File: src/rtl/reg_dump_streamer_if.sv
// rtl/reg_dump_streamer_if.sv - debug-port and byte-stream bundle for reg_dump_streamer
//
// Purpose: groups the signals between the dump streamer, the computer's
// debug port and the byte-serial sink.
//
// Signals:
//   start            dump request from the debug host
//   busy             dump in progress
//   done             one-cycle pulse after the checksum byte is accepted
//   fetchPC          computer PC
//   debug_reg_select register index driven to the computer
//   debug_reg_out    register file read data for debug_reg_select
//   out_data         stream byte
//   out_valid        out_data valid
//   out_ready        sink ready
//
// Modports:
//   master - the streamer side
//   slave  - the computer / sink / host side
interface reg_dump_streamer_if;
  logic        start;
  logic        busy;
  logic        done;
  logic [31:0] fetchPC;
  logic [4:0]  debug_reg_select;
  logic [31:0] debug_reg_out;
  logic [7:0]  out_data;
  logic        out_valid;
  logic        out_ready;

  modport master (
    input  start, fetchPC, debug_reg_out, out_ready,
    output busy, done, debug_reg_select, out_data, out_valid
  );

  modport slave (
    output start, fetchPC, debug_reg_out, out_ready,
    input  busy, done, debug_reg_select, out_data, out_valid
  );
endinterface

File: src/rtl/reg_dump_streamer.sv
// rtl/reg_dump_streamer.sv - snapshot PC and register file into a framed byte stream
//
// Purpose: on a start request, latches the PC, walks the register file via
// debug_reg_select and emits HEADER, PC (LSB first), x0..x(NUM_REGS-1)
// (each LSB first) and an XOR checksum of all PC/register bytes over a
// valid/ready byte stream.
//
// Ports:
//   i_clk   system clock (same as the computer)
//   i_reset synchronous, active-high reset
//   bus     reg_dump_streamer_if.master (start/busy/done, debug port, stream)
//
// Parameters:
//   NUM_REGS registers dumped, 1..32
//   HEADER   frame start byte
module reg_dump_streamer #(
  parameter int          NUM_REGS = 32,
  parameter logic [7:0]  HEADER   = 8'hA5
) (
  input  logic                  i_clk,
  input  logic                  i_reset,
  reg_dump_streamer_if.master   bus
);

  typedef enum logic [2:0] {
    S_IDLE,
    S_HDR,
    S_PCB,
    S_SEL,
    S_REGB,
    S_CSUM
  } state_t;

  localparam logic [4:0] LAST_IDX = 5'(NUM_REGS - 1);

  state_t      r_state;
  logic [31:0] r_pc;
  logic [31:0] r_word;
  logic [7:0]  r_csum;
  logic [7:0]  r_data;
  logic [1:0]  r_k;
  logic [4:0]  r_sel;
  logic        r_valid;
  logic        r_busy;
  logic        r_done;

  logic        w_accept;
  logic [1:0]  w_k_next;
  logic [7:0]  w_pc_byte_next;
  logic [7:0]  w_word_byte_next;

  assign w_accept         = r_valid && bus.out_ready;
  assign w_k_next         = r_k + 2'd1;
  // Next byte of the PC/word; only consumed while r_k < 3, so the 3->0 wrap is harmless.
  assign w_pc_byte_next   = 8'(r_pc   >> {w_k_next, 3'b000});
  assign w_word_byte_next = 8'(r_word >> {w_k_next, 3'b000});

  assign bus.out_data         = r_data;
  assign bus.out_valid        = r_valid;
  assign bus.busy             = r_busy;
  assign bus.done             = r_done;
  assign bus.debug_reg_select = r_sel;

  always_ff @(posedge i_clk) begin
    if (i_reset) begin
      r_state <= S_IDLE;
      r_pc    <= '0;
      r_word  <= '0;
      r_csum  <= '0;
      r_data  <= '0;
      r_k     <= '0;
      r_sel   <= '0;
      r_valid <= 1'b0;
      r_busy  <= 1'b0;
      r_done  <= 1'b0;
    end else begin
      r_done <= 1'b0;
      case (r_state)
        S_IDLE: begin
          if (bus.start) begin
            r_pc    <= bus.fetchPC;
            r_csum  <= '0;
            r_sel   <= '0;
            r_k     <= '0;
            r_data  <= HEADER;
            r_valid <= 1'b1;
            r_busy  <= 1'b1;
            r_state <= S_HDR;
          end
        end

        S_HDR: begin
          if (w_accept) begin
            r_k     <= '0;
            r_data  <= r_pc[7:0];
            r_state <= S_PCB;
          end
        end

        S_PCB: begin
          if (w_accept) begin
            r_csum <= r_csum ^ r_data;
            if (r_k == 2'd3) begin
              // Bubble cycle lets debug_reg_out settle for the selected register.
              r_valid <= 1'b0;
              r_state <= S_SEL;
            end else begin
              r_k    <= w_k_next;
              r_data <= w_pc_byte_next;
            end
          end
        end

        S_SEL: begin
          r_word  <= bus.debug_reg_out;
          r_data  <= bus.debug_reg_out[7:0];
          r_valid <= 1'b1;
          r_k     <= '0;
          r_state <= S_REGB;
        end

        S_REGB: begin
          if (w_accept) begin
            r_csum <= r_csum ^ r_data;
            if (r_k == 2'd3) begin
              if (r_sel == LAST_IDX) begin
                // Checksum must include the byte being accepted right now.
                r_data  <= r_csum ^ r_data;
                r_state <= S_CSUM;
              end else begin
                r_sel   <= r_sel + 5'd1;
                r_valid <= 1'b0;
                r_state <= S_SEL;
              end
            end else begin
              r_k    <= w_k_next;
              r_data <= w_word_byte_next;
            end
          end
        end

        S_CSUM: begin
          if (w_accept) begin
            r_valid <= 1'b0;
            r_busy  <= 1'b0;
            r_done  <= 1'b1;
            r_state <= S_IDLE;
          end
        end

        default: begin
          r_valid <= 1'b0;
          r_busy  <= 1'b0;
          r_state <= S_IDLE;
        end
      endcase
    end
  end

endmodule

File: src/flat_wrapper.sv
// flat-port wrapper written by rule: the top's interface ports become plain ports
module reg_dump_streamer_flat 
#(
  parameter int          NUM_REGS = 32,
  parameter logic [7:0]  HEADER   = 8'hA5
)
  (i_clk, i_reset, bus_start, bus_fetchPC, bus_debug_reg_out, bus_out_ready, bus_busy, bus_done, bus_debug_reg_select, bus_out_data, bus_out_valid);
  reg_dump_streamer_if bus_i ();
  input  logic i_clk;
  input  logic i_reset;
  input wire logic [$bits(bus_i.start)-1:0] bus_start;
  input wire logic [$bits(bus_i.fetchPC)-1:0] bus_fetchPC;
  input wire logic [$bits(bus_i.debug_reg_out)-1:0] bus_debug_reg_out;
  input wire logic [$bits(bus_i.out_ready)-1:0] bus_out_ready;
  output wire logic [$bits(bus_i.busy)-1:0] bus_busy;
  output wire logic [$bits(bus_i.done)-1:0] bus_done;
  output wire logic [$bits(bus_i.debug_reg_select)-1:0] bus_debug_reg_select;
  output wire logic [$bits(bus_i.out_data)-1:0] bus_out_data;
  output wire logic [$bits(bus_i.out_valid)-1:0] bus_out_valid;
  assign bus_i.start = bus_start;
  assign bus_i.fetchPC = bus_fetchPC;
  assign bus_i.debug_reg_out = bus_debug_reg_out;
  assign bus_i.out_ready = bus_out_ready;
  assign bus_busy = bus_i.busy;
  assign bus_done = bus_i.done;
  assign bus_debug_reg_select = bus_i.debug_reg_select;
  assign bus_out_data = bus_i.out_data;
  assign bus_out_valid = bus_i.out_valid;
  reg_dump_streamer #(.NUM_REGS(NUM_REGS), .HEADER(HEADER)) u_core (.i_clk(i_clk), .i_reset(i_reset), .bus(bus_i));
endmodule
File: config.mk
export PLATFORM = sky130hd
export DESIGN_NAME = reg_dump_streamer_flat
export DESIGN_NICKNAME = d
export VERILOG_FILES = /design/src/rtl/reg_dump_streamer_if.sv /design/src/rtl/reg_dump_streamer.sv /design/src/flat_wrapper.sv
export SDC_FILE = /design/constraint.sdc
export NUM_CORES = 1
export LEC_CHECK = 0
export CORE_MARGIN = 3
export CORE_UTILIZATION = 56
export CTS_CLUSTER_DIAMETER = 100
export DETAILED_ROUTE_END_ITERATION = 6
export GPL_TIMING_DRIVEN = 1
export PLACE_DENSITY = 0.85
export SETUP_SLACK_MARGIN = 0.5
export SYNTH_ARGS = -nofsm -noshare
export SYNTH_HDL_FRONTEND = slang
export SYNTH_SLANG_ARGS = --single-unit
File: constraint.sdc
create_clock -name i_clk -period 4.8 [get_ports i_clk]
set_input_delay 1.2 -clock i_clk [delete_from_list [all_inputs] [get_ports i_clk]]
set_output_delay 1.2 -clock i_clk [all_outputs]
set_load 0.005 [all_outputs]
Yosys cells after proc, flatten, opt, wreduce, memory -nomap -nowiden
Index checks and enable logic that the tools add are counted.
- bits in registers: 93
- latch bits: 0
- memory bits (writable): 0
- bits in read-only memories: 0
- input port bits: 68
- output and inout port bits: 16
- logic and storage cells: 94
- memories kept: 0
- $add $sub $neg: 2
- multipliers: 0
- divide/modulo/power cells: 0
- order comparisons: 0
- equality and inequality tests: 19
- shift operators: 2
- multiplexer cells: 40
- bitwise logic cells: 4
- reduce and logical (&&, ||, !) cells: 17
- operators with widths (kind ; number):
    two-way mux 8 bit ; 9
    >> shifter 32 x 5 -> 8 bit ; 2
    case mux 8 bit (5 select lines) ; 1
    two-way mux 3 bit ; 8
    two-way mux 5 bit ; 4
    case mux 3 bit (6 select lines) ; 1
    case mux 8 bit (2 select lines) ; 1
    inequality test 2 x 1 -> 1 bit (second input constant) ; 7
    AND reduction 7 bit ; 2
    case mux 5 bit (2 select lines) ; 1
    AND reduction 5 bit ; 2
    two-way mux 1 bit ; 8
    two-way mux 2 bit ; 4
    inequality test 2 bit (second input constant) ; 4
    case mux 2 bit (4 select lines) ; 1
    AND reduction 8 bit ; 1
    bitwise XOR 8 bit ; 1
    == test 3 x 2 -> 1 bit (second input constant) ; 2
    == test 3 bit (second input constant) ; 2
    case mux 1 bit (6 select lines) ; 1
    AND reduction 3 bit ; 2
    adder 5 x 1 -> 5 bit (second input constant) ; 1
    == test 5 bit (second input constant) ; 1
    nonzero test 5 bit ; 1
    other kinds (13) ; 17

Longest topological paths before layout
- word-level depth: 5
- depth in mapped cells: 9
- gate-level depth less buffers: 8

Worst setup path after synthesis
No wires, ideal clock.
- path type: input -> register
- from: input bus_start
- to: register u_core.r_sel[3] (netlist: u_core.bus.debug_reg_select[3])
- library setup time: 0.080 ns
- data arrival time: 2.404 ns
- required time: 4.720 ns
- slack: 2.317 ns
- stages: 5
- path buffers: 0
- cells stage by stage: or3b_1 -> nor2_2 -> o22ai_2 -> or3_1 -> a211oi_2
- longest elaborated chain between the ends: 2
- ends and longest elaborated chain (item ; RTL line ; source):
    start: declaration ; flat_wrapper.sv:11 ; input wire logic [$bits(bus_i.start)-1:0] bus_start;
    inequality test 2 bit (no line) ; n/a ;
    AND reduction 5 bit (no line) ; n/a ;
    end signal: assignment ; reg_dump_streamer.sv:131 ; r_sel <= r_sel + 5'd1;
    end: declaration ; reg_dump_streamer.sv:42 ; logic [4:0] r_sel;
Every way passes these cells.
A chain may end at the register's enable or synchronous reset.

Final worst setup path
- from: register u_core.r_state[1]
- to: register u_core.r_csum[6]
- longest elaborated chain between the ends: 4
- elaborated cells on any way between the ends: 9
- classes of those cells: eq/ne: 4; mux: 1; reduce/logical: 4
- ends and longest elaborated chain (item ; RTL line ; source):
    start: declaration ; reg_dump_streamer.sv:36 ; state_t r_state;
    start signal: assignment ; reg_dump_streamer.sv:66 ; r_state <= S_IDLE;
    start signal: assignment ; reg_dump_streamer.sv:88 ; r_state <= S_HDR;
    start signal: assignment ; reg_dump_streamer.sv:96 ; r_state <= S_PCB;
    == test 3 x 2 -> 1 bit or == test 3 bit (tied branches) ; reg_dump_streamer.sv:78 ; case (r_state)
    OR reduction 2 bit (no line) ; n/a ;
    inequality test 2 x 1 -> 1 bit (no line) or nonzero test 2 bit (tied branches) ; n/a ;
    AND reduction 3 bit (no line) ; n/a ;
    end signal: assignment ; reg_dump_streamer.sv:102 ; r_csum <= r_csum ^ r_data;
    end signal: assignment ; reg_dump_streamer.sv:124 ; r_csum <= r_csum ^ r_data;
    end: declaration ; reg_dump_streamer.sv:39 ; logic [7:0] r_csum;
Parallel ways exist; a longest one is shown, timed or not.

==> qor.tcl <==
set qor(setup_repair_bufs_after_cts) 0
set qor(top_level_ports) 84
set qor(synth_area_per_cell_um2) 7.89
set qor(flow.area_growth_from_synthesis_pct) 22.3
set qor(finalCoreUtilization_pct) 72.3
set qor(maxSlewHeadroom_pct) 20.5
set qor(cp-end-kind) {flip-flop}
set qor(path_cells) {nand2b_1 -> a21oi_1 -> a21oi_1 -> a22oi_1 -> nor2_1}
set qor(rsz0062_at_grt) {false}
set qor(globalRouteOverflowTotal) 0
set qor(cts-htree-levels) 3
set qor(place_inst) 698
set qor(antenna_found_initial) 0
set qor(tritoncts) {built}
set qor(placement.io_buffers) 83
set qor(setup_viol) 0
set qor(leading_register_cell_type_out_of_synthesis) {dfxtp_1}
set qor(nets) 681
set qor(cts_hold_buf) 0
set qor(wl_per_cell_um) 16.1
set qor(cts_resized) 0
set qor(critPathMaxFanout) 27
set qor(drt_iter0_drc) 267
set qor(highest_clock_frequency_the_design_can_meet_ghz) 0.325
set qor(synthesis.area_mm2) 0.00440
set qor(detail_route.drc_violations) 0
set qor(synth_edf_count) 0
set qor(finalInstanceArea_mm2) 0.00539
set qor(final.setup_skew_ns) 0.0141
set qor(p_per_area_mw_per_mm2) 290
set qor(dpl_cell_area_mm2) 0.00519
set qor(start_util_pct) 59.1
set qor(finalCritPeriodShare_pct) 64.1
set qor(chip_height_um) 94.7
set qor(clkSinkCount) 93
set qor(vdd.ir_drop.worst_mv) 0.215
set qor(track_usage_pct) 26.1
set qor(n_fill_cell) 626
set qor(place_worst_setup_slack_ns) 1.52
set qor(clk_transition_reported_paths_ns) 0.09
set qor(totalNegativeSetupSlack_ns) 0
set qor(die_w_um) 94.7
set qor(period_minus_slack_ns) 3.08
set qor(final_cells) 713
set qor(detailedRoute.firstPassIterationCount) 5
set qor(critPathMaxStageDelay_ns) 1.01
set qor(most-common-layout-cells) {nand2_1, dfxtp_1, clkdlybuf4s50_1, a21oi_1, mux2i_1}
set qor(report.final.hold_viol_count) 0
set qor(critPathSlowestCell) {dfxtp_1}
set qor(cap_viol_max_count) 0
set qor(clock_insertion_delay_worst_skew_ns) 0.36
set qor(clock_path_buffers) 2
set qor(yosysSeqAreaShare_pct) 42.3
set qor(dieArea_mm2) 0.00897
set qor(crit_top_cell) {a21oi_1}
set qor(detail-route-antenna-nets) 0
set qor(synthesized_flop_and_latch_total) 93
set qor(cts-buffers-inserted) 9
set qor(worst_tran_pin_value_ns) 1.19
set qor(hold_path_class) {reg -> reg}
set qor(status) {finished, final reports clean}
set qor(timing_worst_setup_path_type) {reg -> reg}
set qor(synth_cell_types) 47
set qor(hpwl_um) 8150
set qor(routabilityCongestion) 0.875
set qor(static-leakage-power_nw) 1.77
set qor(drt_wl_total_um) 11500
set qor(antenna_cells_inserted) 0
set qor(grt_pass1_wl_um) 18600
set qor(layout.cells.most_common) {nand2_1}
set qor(ys_async_sr_fraction_pct) 0
set qor(clock_tree_root_driver_cell) {clkbuf_8}
set qor(slew_violations) 0
set qor(pin_count_of_the_biggest_net_entering_global_routing) 55
set qor(postLayoutSetupSlackWorst_ns) 1.72
set qor(worst_setup_path_start_kind) {flip-flop}
set qor(post_drt_via_cell_ratio) 5.89
set qor(syn_nets) 629
set qor(timing.critical_path.max_delay_family) {compound AO/OA/AOI/OAI gates}
set qor(synthesis.instances) 558
set qor(final_layout_size_suffix_gt1_share_pct) 4.23
set qor(number_of_global_route_vias_before_repair) 3984
set qor(placeableCoreArea_mm2) 0.00745
set qor(dr_total_vias) 4197
set qor(required_ns) 5.01
set qor(cell_row_count) 31
set qor(critical_path_arrival_ns) 3.28
set qor(synthesis.yosys.warnings) 0
set qor(timing.critical_path.buf_inv) 0
## worst min-delay path: cells and delay by family, from the launching register on
family	cells	cell delay [ns]
compound gates	1	0.05
flops	1	0.32
simple gates	1	0.05
## layer usage
metal | vias up | global-route usage, % | part of all wire (%)
li1 | 2022 | - | -
met1 | 1966 | 35.5 | 43
met2 | 189 | 42.6 | 48
met3 | 20 | 3.35 | 7.0
met4 | 0 | 9.38 | 1.9
met5 | - | 0 | 0
## metrics by stage
stage	power, mW	hold slack [ns]
finish	1.56	0.459
global route	1.62	0.476
CTS	1.56	0.459
detailed placement	1.05	0.447
global placement	1.04	0.442
floorplan	0.946	0.436
## path summary, 6_finish.rpt
check / startpoint / endpoint / slack, ns / cells past startpoint
setup reg to reg: u_core.r_state[1]$_SDFFE_PP0P_ / u_core.r_csum[6]$_SDFFE_PP0P_ / 1.72 / 5
hold / removal: u_core.r_word[3]$_SDFFE_PP0N_ / u_core.r_word[3]$_SDFFE_PP0N_ / 0.46 / 2
hold reg to reg: u_core.r_word[3]$_SDFFE_PP0N_ / u_core.r_word[3]$_SDFFE_PP0N_ / 0.46 / 2
setup / recovery: u_core.r_state[1]$_SDFFE_PP0P_ / u_core.r_csum[6]$_SDFFE_PP0P_ / 1.72 / 5
## synth_stat cells, types with 3 or more instances
master | number | area, um2
mux2i_1 | 41 | 410
nor3_1 | 5 | 25.0
a22o_1 | 4 | 35.0
nand2_1 | 136 | 510
inv_1 | 3 | 11.3
a211oi_1 | 6 | 45.0
a22oi_1 | 12 | 90.1
nor4_1 | 4 | 25.0
o22ai_1 | 5 | 31.3
nand2b_1 | 22 | 138
or3b_1 | 3 | 26.3
a31oi_1 | 6 | 37.5
a311oi_1 | 4 | 35.0
ha_1 | 3 | 37.5
nor2_1 | 31 | 116
a21oi_1 | 79 | 395
o21ai_1 | 7 | 35.0
o21ai_0 | 13 | 65.1
o22a_1 | 3 | 26.3
nor2b_1 | 3 | 18.8
dfxtp_1 | 93 | 1860
buf_2 | 11 | 55.1
nand3_1 | 4 | 20.0
clkbuf_1 | 31 | 116
## sequential cells by signal (all words and copies together) (netlist names)
register,flops
u_core.bus.busy,1
u_core.bus.debug_reg_select,5
u_core.bus.done,1
u_core.bus.out_data,8
u_core.bus.out_valid,1
u_core.r_csum,8
u_core.r_k,2
u_core.r_pc,32
u_core.r_state,3
u_core.r_word,32
## power by group
group	leakage (nW)	switching (mW)	internal (mW)
Clock	0.0948	0.275	0.253
Sequential	0.757	0.0271	0.801
Combinational	0.919	0.101	0.105
Total	1.77	0.403	1.16
## area by class of cell
cell class | instances | area (um2) | share of cell area [%]
inverter | 3 | 11.3 | 0.209
tap | 99 | 124 | 2.30
timing repair buffer | 86 | 848 | 15.8
sequential | 93 | 1860 | 34.6
clock inverter | 5 | 58.8 | 1.09
multi-input combinational | 417 | 2340 | 43.5
clock buffer | 10 | 138 | 2.56
## kinds of logic after synthesis
logic type / count (synthesis) / synth area share, %
AND/OR/NAND/NOR: 223 / 22.6
AO/OA/AOI/OAI: 149 / 20.2
flip-flops: 93 / 42.3
buffers and inverters: 48 / 4.57
multiplexers: 41 / 9.32
adder cells (fa/ha/maj): 3 / 0.852
XOR/XNOR: 1 / 0.199
No activity file was read; power rests on OpenSTA's default activity.
